===== config.mk =====
export PLATFORM = sky130hd
export DESIGN_NAME = clk_gate_ctrl
export DESIGN_NICKNAME = d
export VERILOG_FILES = /design/src/rtl/clk_gate_ctrl.sv
export SDC_FILE = /design/constraint.sdc
export NUM_CORES = 1
export LEC_CHECK = 0
export CAP_MARGIN = 40
export CORE_ASPECT_RATIO = 0.8
export CORE_MARGIN = 2
export CORE_UTILIZATION = 30
export DETAILED_ROUTE_END_ITERATION = 10
export SYNTH_ARGS = -nofsm -noshare
export SYNTH_HDL_FRONTEND = slang
export SYNTH_SLANG_ARGS = --single-unit

===== constraint.sdc =====
create_clock -name CLK -period 2.3 [get_ports CLK]
set_clock_uncertainty 0.2 [all_clocks]
set_input_delay 0.345 -clock CLK [delete_from_list [all_inputs] [get_ports CLK]]
set_output_delay 0.345 -clock CLK [all_outputs]
set_load 0.005 [all_outputs]

===== src/rtl/clk_gate_ctrl.sv =====
// Multi-channel clock-gating controller: one FSM per channel decides when its gated clock runs,
// and a low-transparent latch + AND cell makes each GATED_CLK glitch-free.
module clk_gate_ctrl #(
  parameter int NCH      = 4,
  parameter int IDLE_W   = 8,
  parameter int WAKE_DLY = 2
) (
  input  logic              CLK,
  input  logic              RST,
  input  logic              TEST_EN,
  input  logic [NCH-1:0]    CH_EN,
  input  logic [NCH-1:0]    AUTO_EN,
  input  logic [NCH-1:0]    BUSY,
  input  logic [NCH-1:0]    REQ,
  input  logic [IDLE_W-1:0] IDLE_LIMIT,
  output logic [NCH-1:0]    ACK,
  output logic [NCH-1:0]    CLK_ON,
  output logic [NCH-1:0]    GATED_CLK
);

  localparam int                WCNT_W    = (WAKE_DLY > 1) ? $clog2(WAKE_DLY) : 1;
  localparam logic [WCNT_W-1:0] WAKE_LAST = WCNT_W'(WAKE_DLY - 1);
  localparam logic [IDLE_W-1:0] IDLE_MAX  = {IDLE_W{1'b1}};

  typedef enum logic [1:0] {
    ST_OFF  = 2'd0,
    ST_WAKE = 2'd1,
    ST_ON   = 2'd2,
    ST_IDLE = 2'd3
  } state_e;

  state_e              state_q [NCH];
  state_e              state_d [NCH];
  logic [WCNT_W-1:0]   wake_q  [NCH];
  logic [WCNT_W-1:0]   wake_d  [NCH];
  logic [IDLE_W-1:0]   idle_q  [NCH];
  logic [IDLE_W-1:0]   idle_d  [NCH];
  logic [NCH-1:0]      en_q;
  logic [NCH-1:0]      en_d;
  logic [NCH-1:0]      latch_q;
  logic [NCH-1:0]      want_clk;

  // Any reason to keep (or bring up) the clock, ignoring software permission.
  assign want_clk = REQ | BUSY | ~AUTO_EN;

  always_comb begin
    for (int i = 0; i < NCH; i++) begin
      state_d[i] = state_q[i];
      wake_d[i]  = wake_q[i];
      idle_d[i]  = idle_q[i];
      if (!CH_EN[i]) begin
        state_d[i] = ST_OFF;
      end else begin
        case (state_q[i])
          ST_OFF: begin
            if (want_clk[i]) begin
              state_d[i] = ST_WAKE;
              wake_d[i]  = '0;
            end
          end
          ST_WAKE: begin
            if (wake_q[i] == WAKE_LAST) state_d[i] = ST_ON;
            else                        wake_d[i]  = wake_q[i] + 1'b1;
          end
          ST_ON: begin
            if (!want_clk[i]) begin
              state_d[i] = ST_IDLE;
              idle_d[i]  = '0;
            end
          end
          ST_IDLE: begin
            if (want_clk[i]) begin
              state_d[i] = ST_ON;
              idle_d[i]  = '0;
            end else if (idle_q[i] >= IDLE_LIMIT) begin
              state_d[i] = ST_OFF;
            end else if (idle_q[i] != IDLE_MAX) begin
              idle_d[i]  = idle_q[i] + 1'b1;
            end
          end
          default: state_d[i] = ST_OFF;
        endcase
      end
      en_d[i] = (state_d[i] != ST_OFF);
      ACK[i]  = REQ[i] & (state_q[i] == ST_ON);
    end
  end

  always_ff @(posedge CLK or posedge RST) begin
    if (RST) begin
      for (int i = 0; i < NCH; i++) begin
        state_q[i] <= ST_OFF;
        wake_q[i]  <= '0;
        idle_q[i]  <= '0;
      end
      en_q <= '0;
    end else begin
      for (int i = 0; i < NCH; i++) begin
        state_q[i] <= state_d[i];
        wake_q[i]  <= wake_d[i];
        idle_q[i]  <= idle_d[i];
      end
      en_q <= en_d;
    end
  end

  // Deliberately not reset: a high phase in flight when RST rises must finish at full width.
  always_latch begin
    if (!CLK) latch_q <= en_q | {NCH{TEST_EN}};
  end

  assign GATED_CLK = {NCH{CLK}} & latch_q;
  assign CLK_ON    = en_q;

endmodule


# --- Yosys cells after proc, flatten, opt, wreduce, memory -nomap -nowiden ---
# Index checks and enable logic that the tools add are counted.
totals:
  inputBits: 27
  latch_bits: 4
  reg_bits: 48
classes:
  reduce_logical: 24
  order_cmp: 4
  eq_ne: 32
  add_sub_neg: 8
  mux: 62
  bitwise_logic: 9
op_table:
  columns: ["op", "count"]
  rows:
  - ["$mux W8", 16]
  - ["$pmux W8 S2", 4]
  - ["$mux W2", 24]
  - ["$add A8 B1 Y8 const B", 4]
  - ["$ge A8 B8 Y1", 4]
  - ["$ne A8 B8 Y1 const B", 4]
  - ["$pmux W2 S4", 4]
  - ["$ne A3 B3 Y1 const B", 8]
  - ["$reduce_bool A2 Y1", 12]
  - ["$reduce_and A5 Y1", 4]
  - ["$eq A2 B2 Y1 const B", 8]
  - ["$ne A2 B2 Y1 const B", 8]
  - ["$or A4 B4 Y4", 3]
  - ["$reduce_and A3 Y1", 4]
  - ["$eq A2 B1 Y1 const B", 4]
  - ["$logic_not A2 Y1", 4]
  - ["$mux W1", 8]
  - ["$mux W4", 2]
  - ["$pmux W1 S2", 4]
  - ["$add A1 B1 Y1 const B", 4]
  - ["$and A1 B1 Y1", 4]
  - ["$and A4 B4 Y4", 1]
  - ["$not A4 Y4", 1]

# --- Depth between registers and ports, before layout ---
logic_depth:
  word_depth: 6
  depth_mapped: 10
  mapped_depth_nobuf: 8

==> metrics.txt <==
overall die height=approximately 100 µm; number of buffer and inverter instances along the worst setup path=1; post-DP HPWL=6590 µm; number of buffers inserted by port buffering=38; Final TNS setup=-2.02 ns; fill cell total of the finished layout=~1000; violated checks=setup timing; maximum number of pins on one net before global-route repair=49; list of cells traversed by the critical path=and2_4, buf_6; leakage component of the power=~0.0023 µW; data required time at the worst endpoint=around 1.8 ns; Yosys warning total=0; transition time of the tightest slew-check pin=approximately 0.57 ns; slowest stage delay, CP=0.40 ns; synth unique cells=51; register clock-pin slew on the reported worst setup and hold paths=about 0.070 ns; area share of the largest cell type after synthesis=between 30% and 40%; Max-Cap Viols=0; Core Rows=35; largest area contributor in the netlist=sky130_fd_sc_hd__dfrtp_1; Critical Setup Path Class=latch2out; worst endpoint data arrival time=roughly 2.2 ns; chip width=approximately 120 µm; beginning of the worst register-to-register path=idle_q[16]$_DFFE_PP0P_; hold-fix buffers at CTS=0; pins over their slew limit=0; area growth from synthesis to final layout=52.0%; Core ar.=11400 µm²; I/O pin total=39; count of vias placed by the detailed router=3450; total inserted antenna cells=0; drt initial violations=216; number of enable flip-flop cells after synthesis=0; detailed-route wire length=a little under 10000 µm; worst path setup slack after routing=-0.448 ns; net total in the final layout=570; antenna violations before repair=0; fraction of layout cells with a size suffix above 1=31.4%; endpoint of the worst register-to-register path=idle_q[21]$_DFFE_PP0P_; outcome=complete, but fails checks; slowest CP cell=sky130_fd_sc_hd__dlxtn_2; post-detailed-route wirelength per cell=14.9 µm; wire length of the first global-routing pass=around 16000 µm; count of TritonRoute iterations in the first routing pass=4; Critical Path Source Type=latch; Final setup viols=14; initial standard-cell utilization of the core=between 30% and 40%; highest fanout seen on the critical path=1; overall track demand over capacity in global routing=roughly 16%; Fin. Hold Viols=0; crit-path leading delay family=latches; Syn Inst Count=401; Avg Vias per Cell=5.25; cell types occupying the most area after synthesis=sky130_fd_sc_hd__dfrtp_1, sky130_fd_sc_hd__ha_1, sky130_fd_sc_hd__o21ai_0; most common cell in the synthesized netlist=sky130_fd_sc_hd__dfrtp_1; minimum setup slack among reg-to-reg paths=-0.06 ns; synthesized netlist net count=about 460; power per cell area=between 500 and 600 nW/µm²; power after layout=about 3200 µW; maximum vdd ir drop=approximately 380 µV; logic depth of the worst register-to-register path=8; Min-Delay Path Class=in2async; number of routed nets with antenna violations=0; unrepaired setup endpoints after global routing=true; worst max-slew margin expressed relative to the limit=between 60 and 70%; prevailing post-synth register cell=sky130_fd_sc_hd__dfrtp_1; later-pin clock latency in the skew report=around 0.40 ns; share of synthesized flip-flops with an asynchronous set or reset=between 90 and 100%; number of global-route vias before repair=between 3000 and 4000; crit end category=output port; netlist area before placement=3480 µm²; final RePlAce weighted congestion=0.869; commonest cells in the netlist=sky130_fd_sc_hd__dfrtp_1, sky130_fd_sc_hd__nand2_1, sky130_fd_sc_hd__o21ai_0; number of remaining DRC errors=0; post-synthesis average cell area=between 8 and 9 µm²; Seq cells post-synth=52; TritonCTS clock tree=yes; residual overflow from global routing=0; Die Outline Area=12500 µm²
-- per-layer routing --
layer  global-route usage [%]  part of all wire, %
met1                     20.6                   45
met2                     26.4                   50
met3                     4.21                  4.0
met4                     4.06                 0.74
met5                        0                    0
-- per-stage QoR --
step | hold WS, ns | cells | cell area [µm²] | util (%) | worst slack, ns
final | 0.0838 | 657 | 5290 | 46.3 | -0.448
after global routing | 0.135 | 657 | 5290 | 46.3 | -0.483
after CTS | 0.117 | 652 | 4950 | 43.3 | -0.456
after detailed placement | 0.292 | 635 | 4480 | 39.2 | -0.697
after global placement | 0.293 | 635 | 4480 | 39.2 | -0.599
after floorplan | 0.255 | 401 | 3510 | - | -0.117
-- worst max-delay path by stage --
| stage | startpoint | to | slack, ns | cells past startpoint |
|---|---|---|---|---|
| global route | latch_q[0]$_DLATCH_N_ | GATED_CLK[0] | -0.48 | 2 |
| global placement | IDLE_LIMIT[0] | idle_q[20]$_DFFE_PP0P_ | -0.60 | 8 |
| detailed placement | IDLE_LIMIT[0] | idle_q[20]$_DFFE_PP0P_ | -0.70 | 8 |
| finish | latch_q[3]$_DLATCH_N_ | GATED_CLK[3] | -0.45 | 2 |
| floorplan | idle_q[16]$_DFFE_PP0P_ | idle_q[20]$_DFFE_PP0P_ | -0.12 | 10 |
| CTS | latch_q[3]$_DLATCH_N_ | GATED_CLK[3] | -0.46 | 2 |
-- logic make-up after synthesis --
logic type,after synthesis,share of synthesized area [%]
and+or+nand+nor,162,23.7
xor gates and xnor gates,3,0.755
latches,4,1.72
muxes,1,0.287
DFF,48,34.5
adders and majority gates,36,12.9
AOI/OAI and AO/OA,118,22.5
buffers and inverters,29,3.56
-- sequential cells by signal, indices dropped and copies added (netlist names) --
| name | count |
|---|---|
| latch_q | 4 |
| idle_q | 32 |
| state_q | 8 |
| CLK_ON | 4 |
| wake_q | 4 |
-- tightest hold or removal path, delay by kind of cell --
kind,cells,cell delay (ns)
buf+inv,3,0.72
-- power breakdown --
group | internal (µW) | switching, µW | leakage (µW) | total, µW
clock network | 942 | 463 | 0.000169 | 1400
logic | 354 | 309 | 0.00149 | 663
registers | 980 | 108 | 0.000674 | 1090
-- layout make-up --
| cell class | instances | area, µm² | share of cell area (%) |
|---|---|---|---|
| Sequential cell | 52 | 1260 | 23.9 |
| Clock inverter | 2 | 38.8 | 0.733 |
| Multi-Input combinational cell | 320 | 2560 | 48.4 |
| Inverter | 21 | 81.3 | 1.54 |
| Clock buffer | 15 | 269 | 5.08 |
| Tap cell | 148 | 185 | 3.50 |
| Timing Repair Buffer | 99 | 895 | 16.9 |
-- cells in the final DEF (no fill, tap or decap), types with 7 or more instances in the layout --
| cell type | n |
|---|---|
| sky130_fd_sc_hd__a21oi_1 | 13 |
| sky130_fd_sc_hd__and3_1 | 10 |
| sky130_fd_sc_hd__buf_4 | 56 |
| sky130_fd_sc_hd__buf_6 | 7 |
| sky130_fd_sc_hd__clkbuf_16 | 9 |
| sky130_fd_sc_hd__clkdlybuf4s50_1 | 30 |
| sky130_fd_sc_hd__dfrtp_1 | 47 |
| sky130_fd_sc_hd__ha_1 | 21 |
| sky130_fd_sc_hd__ha_4 | 13 |
| sky130_fd_sc_hd__inv_1 | 12 |
| sky130_fd_sc_hd__inv_2 | 8 |
| sky130_fd_sc_hd__nand2_1 | 41 |
| sky130_fd_sc_hd__nand2b_1 | 7 |
| sky130_fd_sc_hd__nand3_1 | 20 |
| sky130_fd_sc_hd__nand4_1 | 7 |
| sky130_fd_sc_hd__nor2_1 | 33 |
| sky130_fd_sc_hd__o21ai_0 | 27 |
| sky130_fd_sc_hd__o21ai_1 | 10 |
| sky130_fd_sc_hd__o31ai_2 | 7 |
-- what timing repair did --
item | CTS | global route
endpoints found under the setup margin | 39 | 43
buffers inserted | 4 | 5
pin swaps | 16 | 29
gates resized for setup | 49 | 70
cloned | 0 | 0
Note: power is estimated with default switching activity, not from simulation.
